==> src/rtl/kugelblitz_patch_sched.sv <==
// Per-port byte-patch rule scheduler: shadow/active rule tables with frame-boundary commits.
// Optional statistics counters are built when KUGELBLITZ_PATCH_STATS_EN is defined.
module kugelblitz_patch_sched #(
    parameter int DATA_WIDTH   = 512,
    parameter int KEEP_WIDTH   = DATA_WIDTH / 8,
    parameter int RULE_COUNT   = 4,
    parameter int OFFSET_WIDTH = 16,
    parameter int IDX_WIDTH    = (RULE_COUNT > 1) ? $clog2(RULE_COUNT) : 1
) (
    input  logic                    clk,
    input  logic                    rst_n,
    input  logic                    cfg_wr_en,
    input  logic [IDX_WIDTH-1:0]    cfg_wr_idx,
    input  logic [OFFSET_WIDTH-1:0] cfg_wr_offset,
    input  logic [7:0]              cfg_wr_data,
    input  logic                    cfg_wr_enable,
    input  logic                    cfg_commit,
    output logic                    cfg_busy,
    input  logic                    mon_tvalid,
    input  logic                    mon_tready,
    input  logic                    mon_tlast,
    output logic                    kg_address_valid,
    output logic [5:0]              kg_address,
    output logic [7:0]              kg_data,
    output logic [31:0]             stat_patch_count,
    output logic [15:0]             stat_collisions
);
    localparam int LANE_BITS = $clog2(KEEP_WIDTH);

    typedef enum logic {IDLE = 1'b0, ACTIVE = 1'b1} state_t;

    state_t state, state_n;
    logic [OFFSET_WIDTH-LANE_BITS-1:0] beat_idx, beat_idx_n;
    logic pending, pending_n;
    logic xfer, copy;

    logic [OFFSET_WIDTH-1:0] sh_off [RULE_COUNT];
    logic [OFFSET_WIDTH-1:0] sh_off_n [RULE_COUNT];
    logic [OFFSET_WIDTH-1:0] act_off [RULE_COUNT];
    logic [OFFSET_WIDTH-1:0] act_off_n [RULE_COUNT];
    logic [7:0] sh_dat [RULE_COUNT];
    logic [7:0] sh_dat_n [RULE_COUNT];
    logic [7:0] act_dat [RULE_COUNT];
    logic [7:0] act_dat_n [RULE_COUNT];
    logic [RULE_COUNT-1:0] sh_en, sh_en_n, act_en, act_en_n;

    logic kg_valid_n;
    logic [LANE_BITS-1:0] kg_addr_n;
    logic [7:0] kg_data_n;

    assign xfer = mon_tvalid & mon_tready;
    // A commit lands at a frame boundary: idle with nothing moving, or on the closing beat.
    assign copy = (cfg_commit | pending) & ((state == IDLE & ~xfer) | (xfer & mon_tlast));
    assign pending_n = (cfg_commit | pending) & ~copy;
    assign cfg_busy = pending;

    always_comb begin
        state_n    = state;
        beat_idx_n = beat_idx;
        if (xfer) begin
            if (mon_tlast) begin
                state_n    = IDLE;
                beat_idx_n = '0;
            end else begin
                state_n = ACTIVE;
                if (beat_idx != '1) begin
                    beat_idx_n = beat_idx + 1'b1;
                end
            end
        end
    end

    always_comb begin
        sh_off_n = sh_off;
        sh_dat_n = sh_dat;
        sh_en_n  = sh_en;
        if (cfg_wr_en && (int'(cfg_wr_idx) < RULE_COUNT)) begin
            sh_off_n[cfg_wr_idx] = cfg_wr_offset;
            sh_dat_n[cfg_wr_idx] = cfg_wr_data;
            sh_en_n[cfg_wr_idx]  = cfg_wr_enable;
        end
        act_off_n = copy ? sh_off_n : act_off;
        act_dat_n = copy ? sh_dat_n : act_dat;
        act_en_n  = copy ? sh_en_n  : act_en;
    end

    // Match against next-cycle index and table so the registered kg_* line up with beat_idx.
    always_comb begin
        kg_valid_n = 1'b0;
        kg_addr_n  = '0;
        kg_data_n  = '0;
        for (int r = RULE_COUNT - 1; r >= 0; r--) begin
            if (act_en_n[r] && (act_off_n[r][OFFSET_WIDTH-1:LANE_BITS] == beat_idx_n)) begin
                kg_valid_n = 1'b1;
                kg_addr_n  = act_off_n[r][LANE_BITS-1:0];
                kg_data_n  = act_dat_n[r];
            end
        end
    end

    always_ff @(posedge clk) begin
        if (!rst_n) begin
            state            <= IDLE;
            beat_idx         <= '0;
            pending          <= 1'b0;
            sh_en            <= '0;
            act_en           <= '0;
            kg_address_valid <= 1'b0;
            kg_address       <= '0;
            kg_data          <= '0;
            for (int r = 0; r < RULE_COUNT; r++) begin
                sh_off[r]  <= '0;
                sh_dat[r]  <= '0;
                act_off[r] <= '0;
                act_dat[r] <= '0;
            end
        end else begin
            state            <= state_n;
            beat_idx         <= beat_idx_n;
            pending          <= pending_n;
            sh_off           <= sh_off_n;
            sh_dat           <= sh_dat_n;
            sh_en            <= sh_en_n;
            act_off          <= act_off_n;
            act_dat          <= act_dat_n;
            act_en           <= act_en_n;
            kg_address_valid <= kg_valid_n;
            kg_address       <= kg_addr_n;
            kg_data          <= kg_data_n;
        end
    end

`ifdef KUGELBLITZ_PATCH_STATS_EN
    logic hit_seen, multi_hit;
    logic [31:0] patch_q;
    logic [15:0] coll_q;

    always_comb begin
        hit_seen  = 1'b0;
        multi_hit = 1'b0;
        for (int r = 0; r < RULE_COUNT; r++) begin
            if (act_en[r] && (act_off[r][OFFSET_WIDTH-1:LANE_BITS] == beat_idx)) begin
                if (hit_seen) begin
                    multi_hit = 1'b1;
                end
                hit_seen = 1'b1;
            end
        end
    end

    always_ff @(posedge clk) begin
        if (!rst_n) begin
            patch_q <= '0;
            coll_q  <= '0;
        end else begin
            if (xfer && kg_address_valid && (patch_q != '1)) begin
                patch_q <= patch_q + 1'b1;
            end
            if (xfer && multi_hit && (coll_q != '1)) begin
                coll_q <= coll_q + 1'b1;
            end
        end
    end

    assign stat_patch_count = patch_q;
    assign stat_collisions  = coll_q;
`else
    assign stat_patch_count = '0;
    assign stat_collisions  = '0;
`endif

endmodule
==> config.mk <==
export PLATFORM = sky130hd
export DESIGN_NAME = kugelblitz_patch_sched
export DESIGN_NICKNAME = d
export VERILOG_FILES = /design/src/rtl/kugelblitz_patch_sched.sv
export SDC_FILE = /design/constraint.sdc
export NUM_CORES = 1
export LEC_CHECK = 0
export ABC_CLOCK_PERIOD_IN_PS = 4800
export CAP_MARGIN = 20
export CORE_UTILIZATION = 55
export DETAILED_ROUTE_END_ITERATION = 10
export PLACE_DENSITY = 0.77
export SYNTH_ARGS = -nofsm -noshare
export SYNTH_HDL_FRONTEND = slang
export SYNTH_SLANG_ARGS = --single-unit
==> constraint.sdc <==
create_clock -name clk -period 4.8 [get_ports clk]
set_clock_uncertainty 0.05 [all_clocks]
set_input_delay 0.72 -clock clk [delete_from_list [all_inputs] [get_ports clk]]
set_output_delay 0.72 -clock clk [all_outputs]
set_load 0.02 [all_outputs]
* Yosys cells after proc, flatten, opt, wreduce, memory -nomap -nowiden
Cells that the tools add are included.
** Word-level totals
- Input port bits :: 34
- Word-level logic and storage cells :: 82
- Bits in registers :: 227
- Output and inout port bits :: 64
** Cells by class
- Mux-type cells :: 31
- Add/sub/neg operators :: 1
- Reductions and logical operators :: 6
- Bitwise gates (word level) :: 11
- Equal/unequal tests :: 5
- Magnitude comparators :: 4
** Operator list (count)
- $mux W64 :: 2
- $bwmux W64 :: 1
- $mux W32 :: 2
- $eq A10 B10 Y1 :: 4
- $mux W8 :: 5
- $bwmux W32 :: 1
- $demux W16 S2 :: 1
- $mux W10 :: 3
- $mux W6 :: 4
- $demux W8 S2 :: 1
- $mux W16 :: 1
- $add A10 B1 Y10 const B :: 1
- $ne A10 B10 Y1 const B :: 1
- $mux W4 :: 2
- $logic_and A1 B1 Y1 :: 6
- $mux W1 :: 6
- $and A1 B1 Y1 :: 5
- $bwmux W4 :: 1
- $ge A3 B3 Y1 const B :: 1
- $lt A2 B3 Y1 const B :: 1
- $lt A3 B1 Y1 const B :: 1
- $not A1 Y1 :: 3
- $not A2 Y3 :: 1
- $demux W1 S2 :: 1
- other kinds (2) :: 3

* Logic depth before layout (Yosys ltp)
Gate-level depths: netlist of the first run.
- Word-level depth :: 14
- Gate-level depth with buffers :: 13
- Mapped depth without buffers :: 9

* Worst setup path after synthesis of the first run
Ideal clock, no wire load.
- Path type :: input-to-reg
- Start :: input mon_tready
- End :: register kg_address[0]
- Stages on the path :: 11
- Path buffers :: 4
- Required time :: 4.628 ns
- Setup time :: 0.122 ns
- Path slack :: 1.678 ns
- Data arrival time :: 2.950 ns
- Cells stage by stage :: buf_4 and3_4 buf_6 or4_1 clkbuf_1 xor2_1 nor4_2 nand4_4 buf_6 mux2i_1 o22ai_1
** Between the ends
- Longest elaborated chain between the ends :: 12
- Elaborated cells on any way between the ends :: 21
- Those cells by class :: eq/ne (4); mux (7); bitwise (6); reduce/logical (4)
** Ends and longest elaborated chain
- start: declaration :: line 20 : input logic mon_tready,
- $and A1 B1 Y1 * :: line 51 : assign xfer = mon_tvalid & mon_tready;
- $not A1 Y1 :: line 53 : assign copy = (cfg_commit | pending) & ((state == IDLE & ~xfer) | (xfer & mon_tlast));
- $and A1 B1 Y1 :: line 53
- $or A1 B1 Y1 :: line 53
- $and A1 B1 Y1 :: line 53
- $mux W64 :: line 82 : act_off_n = copy ? sh_off_n : act_off;
- $eq A10 B10 Y1 :: line 93 : if (act_en_n[r] && (act_off_n[r][OFFSET_WIDTH-1:LANE_BITS] == beat_idx_n)) begin
- $logic_and A1 B1 Y1 :: line 93
- $mux W6 (3 in series) :: line 93
- $mux W6 * :: line 93
- end signal: assignment :: line 128 : kg_address <= kg_addr_n;
- end: declaration :: line 23 : output logic [5:0] kg_address,
Every way passes the cells marked *; elsewhere a longest branch is shown, timed or not.
A chain may end at the register's enable or synchronous reset.

* Worst setup path in the final report of the first run
- Start :: input mon_tvalid
- End :: register kg_data[3]
** Between the ends
- Longest elaborated chain between the ends :: 12
- Elaborated cells on any way between the ends :: 22
- Those cells by class :: eq/ne (4); mux (8); bitwise (6); reduce/logical (4)
** Ends and longest elaborated chain
- start: declaration :: line 19 : input logic mon_tvalid,
- $and A1 B1 Y1 * :: line 51
- $not A1 Y1 :: line 53
- $and A1 B1 Y1 :: line 53
- $or A1 B1 Y1 :: line 53
- $and A1 B1 Y1 :: line 53
- $mux W64 :: line 82
- $eq A10 B10 Y1 :: line 93
- $logic_and A1 B1 Y1 :: line 93
- $mux W8 (3 in series) :: line 93
- $mux W8 * :: line 93
- end signal: assignment :: line 129 : kg_data <= kg_data_n;
- end: declaration :: line 24 : output logic [7:0] kg_data,
Marks and branches as above.

==> results of run 1 <==
==> metrics by stage <==
step                      power, mW  setup WS [ns]  cells  hold WS (ns)
after global routing           4.38          0.675   1283         0.455
final                          4.21          0.986   1283         0.426
after detailed placement       2.49          0.500   1241         0.410
after CTS                      4.23           1.02   1283         0.424
after global placement         2.48          0.621   1240         0.402
after floorplan                2.38           1.68   1057         0.395
==> cells in the final DEF (no fill, tap or decap), drive strengths merged, types with 9 or more instances in the layout <==
cell type and count:
dfxtp 227, nor2 202, mux2i 114, clkdlybuf4s50 49, conb 48, and2 44
a21oi 38, a211oi 36, mux2 35, clkbuf 34, buf 25, nand2 21
nor4 21, xor2 20, xnor2 18, o21ai 18, o22ai 17, inv 11
nand3 9
==> layer usage <==
metal | vias to the layer above | GRT usage, %
li1 | 3439 | -
met1 | 3321 | 32.3
met2 | 183 | 40.4
met3 | 44 | 2.93
met4 | 0 | 6.37
met5 | - | 0
==> cells in the mapped netlist (all sizes together) <==
cell type,number,area [um2]
o22a,1,17.5
a211oi,36,283
nand3b,3,22.5
a211o,2,17.5
buf,78,562
o211ai,3,22.5
nor2b,3,18.8
nand3,9,45.0
a311oi,2,35.0
xor2,20,175
ha,1,12.5
a31oi,5,31.3
or4,1,7.51
xnor2,18,158
and4,7,61.3
o21bai,1,7.51
o311ai,1,8.76
a31o,1,8.76
nand4,6,58.8
clkbuf,37,140
nor2,202,758
mux2i,114,1170
nand2b,1,6.26
o22ai,17,106
nand4b,1,8.76
nand2,21,78.8
o21a,1,7.51
or2,1,6.26
and2,44,275
nor4,21,159
or3,1,6.26
a21oi,38,190
mux2,35,398
a41oi,6,52.6
nor3b,1,12.5
conb,1,3.75
o211a,1,10.0
a221oi,2,30.0
inv,10,37.5
dfxtp,227,4540
o31a,2,17.5
and3,5,36.3
nor3,5,25.0
o21ai,18,90.1
==> power breakdown <==
| group | switching [mW] | internal [mW] | leakage, nW |
|---|---|---|---|
| sequential | 0.0248 | 1.96 | 1.85 |
| combinational | 0.298 | 0.171 | 2.38 |
| clock | 0.726 | 1.03 | 0.371 |
==> final cells by class <==
cell class	count	area, um2
Clock inverter	8	75.1
Clock buffer	34	677
Tap cell	225	282
Sequential cell	227	4540
Multi-Input combinational cell	705	4640
Inverter	10	40.0
Timing Repair Buffer	74	682
Fill cell	1421	6350
==> worst max-delay path, cell delays in order <==
cell,delay (ns)
clkdlybuf4s50_1,0.53
a21oi_1,0.45
o22a_4,0.45
buf_4,0.31
mux2i_1,0.31
xor2_1,0.12
nor4_2,0.40
nand4_4,0.42
mux2i_1,0.30
o22ai_1,0.10
==> final timing paths <==
| check | from | endpoint | slack, ns | cells after the start |
|---|---|---|---|---|
| worst min-delay path | act_en[2] | act_en[2] | 0.43 | 2 |
| worst max-delay path | mon_tvalid | kg_data[3] | 0.99 | 10 |
| worst min register to register | act_en[2] | act_en[2] | 0.43 | 2 |
| worst max register to register | beat_idx[0] | kg_data[3] | 1.24 | 9 |
==> registers in the layout (all words and copies together) (netlist names) <==
| name | flops |
|---|---|
| act_off | 64 |
| sh_off | 64 |
| act_dat | 32 |
| sh_dat | 32 |
| beat_idx | 10 |
| kg_data | 8 |
| kg_address | 6 |
| act_en | 4 |
| sh_en | 4 |
| cfg_busy | 1 |
| kg_address_valid | 1 |
| state | 1 |
==> kinds of logic after synthesis <==
| logic type | after synthesis | synth area share, % |
|---|---|---|
| compound gates | 137 | 9.63 |
| simple gates | 332 | 16.3 |
| xor+xnor | 38 | 3.42 |
| mux | 149 | 16.1 |
| buf+inv | 125 | 7.61 |
| flops | 227 | 46.8 |
| other cells | 1 | 0.0386 |
| fa+ha+maj | 1 | 0.129 |
==> out/metrics.csv, run 1 <==
stage,metric,value,unit
die,fp.dieH,135,um
clocking,clk_latency,0.51,ns
pwr,ir_drop,242,uV
drt,wl,21.2,mm
synth,syn-instance-count,1010,
sta,post-route-min-period,3.81,ns
drt,vias,6987,
sta,fmax,0.262,GHz
drt,wl_per_cell,16.5,um
clocking,cts_setup_buffers,0,
clocking,cts_root_buffer,clkbuf_16,
setup_path,path_class,primary input to register,
clocking,htreeDepth,1,
place,placed_cell_area,0.0102,mm2
clocking,path_clk_slew,0.06,ns
clocking,cts_made_buffers,23,
die,start_util,56.2,%
drt,wl_met3,910,um
place,portBuffers,49,
synth,synth_area,0.00972,mm2
sta,fin_crit_sh,79.4,%
drt,wl_met1,9.83,mm
pwr,p_leak,4.60,nW
sta,hold_viol,0,
drt,dr.pass1.iters,5,
place,routabilityCongestion,0.814,
sta,max_slew_margin,35.9,%
synth,synth-seq-area-share,46.8,%
sta,rsz0062_at_grt,false,
final_layout,drive_above_1_share,11.1,%
setup_path,critPathCaptureType,register,
pwr,power_density,385,mW/mm2
drt,drt_first_iter_violations,482,
clocking,cts.hold.buffers_added,0,
synth,synth_area_per_cell,9.62,um2
die,coreArea,0.0173,mm2
die,dieArea,0.0182,mm2
clocking,cts_sinks,227,
sta,slew_violations,0,
grt,grt_pass1_wl,34.8,mm
drt,routed-wl-met2,9.99,mm
sta,fin_setup_tns,0,ns
final_layout,final_nets,1076,
min_path,hold_path_class,register to register,
die,ioPinCount,98,
synth,synth_cell_types,59,
clocking,cts_tree,yes,
synth,ys_warn_count,0,
drt,drc_errors,0,
setup_path,start_kind,primary input,
setup_path,cp.arrival,4.13,ns
grt,grt_overflow,0,
clocking,cts_buffer_depth,3,
final_layout,utilization,63.3,%
synth,ys_ff_latch,227,
die,die_w,135,um
grt,grt_use_total,23.9,%
drt,route.top_layer_used,met4,
grt,grt_max_degree,97,
drt,ant_nets,0,
grt,grt_pass1_vias,6746,
sta,setup_viol_count_final,0,
final_layout,antenna_cells,0,
die,rows,48,
setup_path,crit_required,5.11,ns
job,drv_cap,0,
setup_path,worstPathMaxFanout,20,
clocking,cts_resized,0,
grt,antenna_found_initial,0,
final_layout,area_growth,12.6,%
run_status,outcome,"finished, final reports clean",
final_layout,final_area,0.0109,mm2
place,hpwl,14.4,mm
sta,worst_pin_slew,0.961,ns
drt,via_per_inst,5.45,
(Power assumes the default switching activity.)
==> run 2: changes to the inputs <==
--- a/config.mk
+++ b/config.mk
@@ -5,7 +5,7 @@
 export SDC_FILE = /design/constraint.sdc
 export NUM_CORES = 1
 export LEC_CHECK = 0
-export ABC_CLOCK_PERIOD_IN_PS = 4800
+export ABC_CLOCK_PERIOD_IN_PS = 3750
 export CAP_MARGIN = 20
 export CORE_UTILIZATION = 55
 export DETAILED_ROUTE_END_ITERATION = 10
==> constraint.sdc (replaced) <==
create_clock -name clk -period 3.75 [get_ports clk]
set_clock_uncertainty 0.05 [all_clocks]
set_input_delay 0.5625 -clock clk [delete_from_list [all_inputs] [get_ports clk]]
set_output_delay 0.5625 -clock clk [all_outputs]
set_load 0.02 [all_outputs]
==> out/metrics.csv, run 2 (synthesis results as in run 1) <==
stage,metric,value,unit
run_status,outcome,"finished, final reports clean",
sta,rsz0062_at_grt,false,
setup_path,crit_start,mon_tvalid,
setup_path,start_kind,primary input,
pwr,power_switching,1.35,mW
clocking,cts_buffer_depth,3,
place,routabilityCongestion,0.860,
sta,setup_viol_count_final,0,
final_layout,area_growth,15.4,%
die,start_util,56.2,%
pwr,power.total,5.62,mW
setup_path,worstPathMaxFanout,19,
setup_path,cp.arrival,3.61,ns
final_layout,final_area,0.0112,mm2
final_layout,antenna_cells,0,
sta,max_slew_margin,39.6,%
die,fp.dieH,135,um
clocking,path_clk_slew,0.06,ns
place,placed_cell_area,0.0104,mm2
pwr,pwr-share-clk,43.4,%
die,rows,48,
pwr,intPower,4.27,mW
setup_path,crit_required,4.14,ns
clocking,cts_sinks,227,
sta,fin_setup_tns,0,ns
pwr,power.share.switching,24.0,%
sta,fmax,0.310,GHz
drt,wl,22.2,mm
die,coreArea,0.0173,mm2
sta,slew_violations,0,
sta,hold_viol,0,
drt,vias,7226,
drt,ant_nets,0,
final_layout,mostFrequentLayoutCells,"dfxtp_1, nor2_1, mux2i_1",
clocking,clk_latency,0.51,ns
grt,antenna_found_initial,0,
grt,grt_max_degree,57,
pwr,p_seq_share,45.2,%
sta,post-route-min-period,3.22,ns
setup_path,path_class,primary input to register,
job,drv_cap,0,
clocking,cts.hold.buffers_added,0,
clocking,cts_made_buffers,23,
grt,grt_pass1_vias,6912,
min_path,hp-start,act_en[2],
setup_path,r2r_start,beat_idx[2],
pwr,power_density,502,mW/mm2
die,die_w,135,um
clocking,htreeDepth,1,
clocking,cts_setup_buffers,0,
final_layout,layout_commonest_cell,dfxtp_1,
place,portBuffers,49,
pwr,ir_drop,328,uV
clocking,cts_tree,yes,
grt,grt_overflow,0,
clocking,cts_root_buffer,clkbuf_16,
setup_path,critPathCaptureType,register,
pwr,p_comb_share,11.4,%
clocking,cts_resized,0,
place,hpwl,14.6,mm
sta,worst_pin_slew,0.907,ns
die,ioPinCount,98,
final_layout,reg_top3,"act_off: 64 flops, sh_off: 64 flops",
die,dieArea,0.0182,mm2
drt,dr.pass1.iters,4,
final_layout,final_nets,1095,
drt,drc_errors,0,
grt,grt_use_total,25.0,%
grt,grt_pass1_wl,35.9,mm
pwr,p_leak,4.73,nW
final_layout,drive_above_1_share,12.4,%
drt,wl_per_cell,17.1,um
drt,drt_first_iter_violations,431,
drt,via_per_inst,5.55,
sta,fin_crit_sh,86.0,%
min_path,hold_path_class,register to register,
[run 2: worst paths after layout]
path | slack (ns) | endpoint | cells past startpoint
setup reg to reg | 0.54 | kg_address[5] | 9
hold reg to reg | 0.43 | act_en[2] | 2
setup / recovery | 0.53 | kg_address[5] | 11
hold / removal | 0.43 | act_en[2] | 2
[run 2: cell type report]
cell class / count / area [um2]
clock inverter: 9 / 178
tap: 225 / 282
fill: 1395 / 6080
inverter: 10 / 40.0
clock buffer: 32 / 629
timing repair buffer: 93 / 896
multi-input combinational: 705 / 4640
sequential: 227 / 4540
[run 2: critical path, stage by stage]
cell and delay, ns:
clkdlybuf4s50_1 0.54, a21oi_1 0.29, o22a_4 0.42, buf_4 0.24, mux2_2 0.36, xnor2_1 0.17, nand3_1 0.08, buf_4 0.20
nor4_1 0.38, mux2i_1 0.16, o22ai_1 0.16
[run 2: through the flow]
stage                     hold slack [ns]  utilization [%]  setup WS [ns]  instances
after detailed placement            0.411             60.2          0.104       1260
after floorplan                     0.395                -          0.785       1057
final                               0.429             64.8          0.525       1301
after global placement              0.406             60.2          0.145       1260
after CTS                           0.431             64.8          0.552       1301
after global routing                0.451             64.8          0.262       1301
[run 2: power by group through the flow]
stage / clock (mW) / sequential [mW] / combinational [mW]
final: 2.44 / 2.54 / 0.641
after global routing: 2.57 / 2.55 / 0.695
after CTS: 2.47 / 2.54 / 0.640
after detailed placement: 0 / 2.59 / 0.632
after global placement: 0 / 2.59 / 0.619
after floorplan: 0 / 2.60 / 0.457
[run 2: layer usage]
layer | vias up | GRT usage [%] | wire length, um
li1 | 3484 | - | -
met1 | 3497 | 34.0 | 10000
met2 | 205 | 40.8 | 10500
met3 | 40 | 3.79 | 1260
met4 | 0 | 7.87 | 486
met5 | - | 0 | 0
==> run 3: changes to the inputs <==
--- a/config.mk
+++ b/config.mk
@@ -9,7 +9,8 @@
 export CAP_MARGIN = 20
 export CORE_UTILIZATION = 55
 export DETAILED_ROUTE_END_ITERATION = 10
-export PLACE_DENSITY = 0.77
+export PLACE_DENSITY_LB_ADDON = 0.15
+export SLEW_MARGIN = 10
 export SYNTH_ARGS = -nofsm -noshare
 export SYNTH_HDL_FRONTEND = slang
 export SYNTH_SLANG_ARGS = --single-unit
==> out/metrics.csv, run 3 (synthesis results as in run 1) <==
stage,metric,value,unit
run_status,outcome,"finished, final reports clean",
pwr,power_density,488,mW/mm2
grt,grt_use_total,24.2,%
sta,hold_viol,0,
setup_path,worstPathMaxFanout,14,
clocking,cts_resized,0,
min_path,min_to,act_en[2],
clocking,cts_tree,yes,
sta,fin_crit_sh,84.1,%
setup_path,critPathCaptureType,register,
setup_path,path_class,primary input to register,
clocking,cts_setup_buffers,0,
sta,rsz0062_at_grt,false,
final_layout,stdcell_count,1295,
sta,setup_viol_count_final,0,
pwr,pwr-share-clk,41.7,%
job,drv_cap,0,
pwr,p_comb_share,11.6,%
grt,antenna_found_initial,0,
setup_path,crit_chain,clkdlybuf4s50_1 > nand3b_1 > buf_4 > mux2_2 > mux2i_1 > xnor2_1 > nor4_1 > nand4_1 > nand3_1 > buf_12 > o22ai_1,
clocking,cts_sinks,227,
setup_path,worst_path_max_delay_cell,nand3b_1,
place,hpwl,13.9,mm
sta,fin_setup_tns,0,ns
die,die_w,135,um
drt,drt_first_iter_violations,383,
grt,grt_overflow,0,
min_path,hold_depth,2,
pwr,intPower,4.08,mW
final_layout,utilization,64.4,%
grt,grt_pass1_vias,6497,
setup_path,r2r_start,beat_idx[0],
drt,vias,7105,
sta,fmax,0.317,GHz
setup_path,max_stage_delay,0.51,ns
drt,drc_errors,0,
pwr,p_leak,4.69,nW
clocking,cts.hold.buffers_added,0,
setup_path,reg2reg_to,kg_address[3],
drt,via_per_inst,5.49,
setup_path,cp.arrival,3.50,ns
final_layout,fillCellCount,1486,
setup_path,crit_family,simple AND/OR/NAND/NOR gates,
pwr,power_switching,1.35,mW
clocking,cts_buffer_depth,3,
grt,grt_max_degree,71,
clocking,htreeDepth,1,
place,place_inst,1253,
final_layout,layout_commonest_cell,dfxtp_1,
final_layout,drive_above_1_share,11.9,%
setup_path,r2r_cells,9,
drt,wl_per_cell,16.6,um
sta,post-route-min-period,3.15,ns
clocking,cts_root_buffer,clkbuf_16,
final_layout,reg_top3,"act_off: 64 flops, sh_off: 64 flops",
drt,dr.pass1.iters,4,
sta,max_slew_margin,41.3,%
setup_path,crit_required,4.10,ns
setup_path,crit_start,cfg_wr_idx[1],
final_layout,final_nets,1088,
clocking,cts_made_buffers,23,
pwr,p_seq_share,46.8,%
min_path,hp-start,act_en[2],
die,dieArea,0.0182,mm2
die,ioPinCount,98,
die,fp.dieH,135,um
setup_path,cp.buffers_inverters,3,
sta,worst_pin_slew,0.880,ns
setup_path,reg2reg_slack,0.62,ns
final_layout,area_growth,14.6,%
final_layout,mostFrequentLayoutCells,"dfxtp_1, nor2_1, mux2i_1",
drt,ant_nets,0,
drt,wl,21.5,mm
final_layout,antenna_cells,0,
setup_path,start_kind,primary input,
min_path,hold_path_class,register to register,
die,coreArea,0.0173,mm2
place,portBuffers,49,
grt,grt_pass1_wl,34.8,mm
clocking,path_clk_slew,0.06,ns
die,start_util,56.2,%
pwr,ir_drop,353,uV
die,rows,48,
place,routabilityCongestion,0.786,
pwr,power.share.switching,24.9,%
sta,slew_violations,0,
clocking,clk_latency,0.51,ns
run 3: cell count changes in the layout (fill, tap and decap cells not counted), sizes merged:
cell / change
clkbuf: +8
bufinv: -5
inv: -1
buf: -7
clkinv: -1
run 3: routing by layer:
metal,share of wire (%),track usage [%],wire length [um]
met1,49,34.8,10600
met2,45,38.3,9700
met3,3.9,3.27,835
met4,1.7,5.43,371
met5,0,0,0
run 3: layout make-up:
class                           count  area [um2]  share of cell area (%)
Clock inverter                      2        17.5                   0.157
Clock buffer                       40         739                    6.64
Multi-Input combinational cell    705        4640                    41.7
Sequential cell                   227        4540                    40.8
Inverter                           10        40.0                   0.360
Timing Repair Buffer               86         868                    7.80
Tap cell                          225         282                    2.53
run 3: worst reg2reg max path: cells and delay by family (launching register included):
kind | cells | cell delay, ns
flip-flops | 1 | 0.46
AND/OR/NAND/NOR | 3 | 1.21
multiplexers | 1 | 0.22
XOR/XNOR | 1 | 0.24
AO/OA/AOI/OAI | 2 | 0.23
adder cells (fa/ha/maj) | 1 | 0.42
buffers and inverters | 1 | 0.19
run 3: power by group through the flow:
stage / logic, mW / registers (mW) / clock network, mW
after floorplan: 0.457 / 2.60 / 0
after global placement: 0.619 / 2.59 / 0
after detailed placement: 0.625 / 2.59 / 0
after CTS: 0.628 / 2.54 / 2.30
after global routing: 0.685 / 2.55 / 2.40
final: 0.629 / 2.54 / 2.26
run 3: how the worst max path moves through the flow:
stage                     depth (start not counted)  slack (ns)             to
final                                            11        0.60  kg_address[4]
after global routing                             11        0.38     kg_data[1]
after CTS                                        11        0.58  kg_address[4]
after detailed placement                         11        0.05  kg_address[4]
after global placement                           11        0.08  kg_address[2]
after floorplan                                  11        0.79  kg_address[0]
run 3: stage by stage:
stage	instance area (um2)	setup slack, ns	hold slack [ns]	power [mW]
6_report	11100	0.597	0.419	5.43
4_1_cts	11100	0.580	0.423	5.46
5_1_grt	11100	0.380	0.456	5.63
3_5_place_dp	10400	0.0528	0.415	3.22
3_3_place_gp	10400	0.0849	0.404	3.21
2_1_floorplan	9900	0.785	0.395	3.05
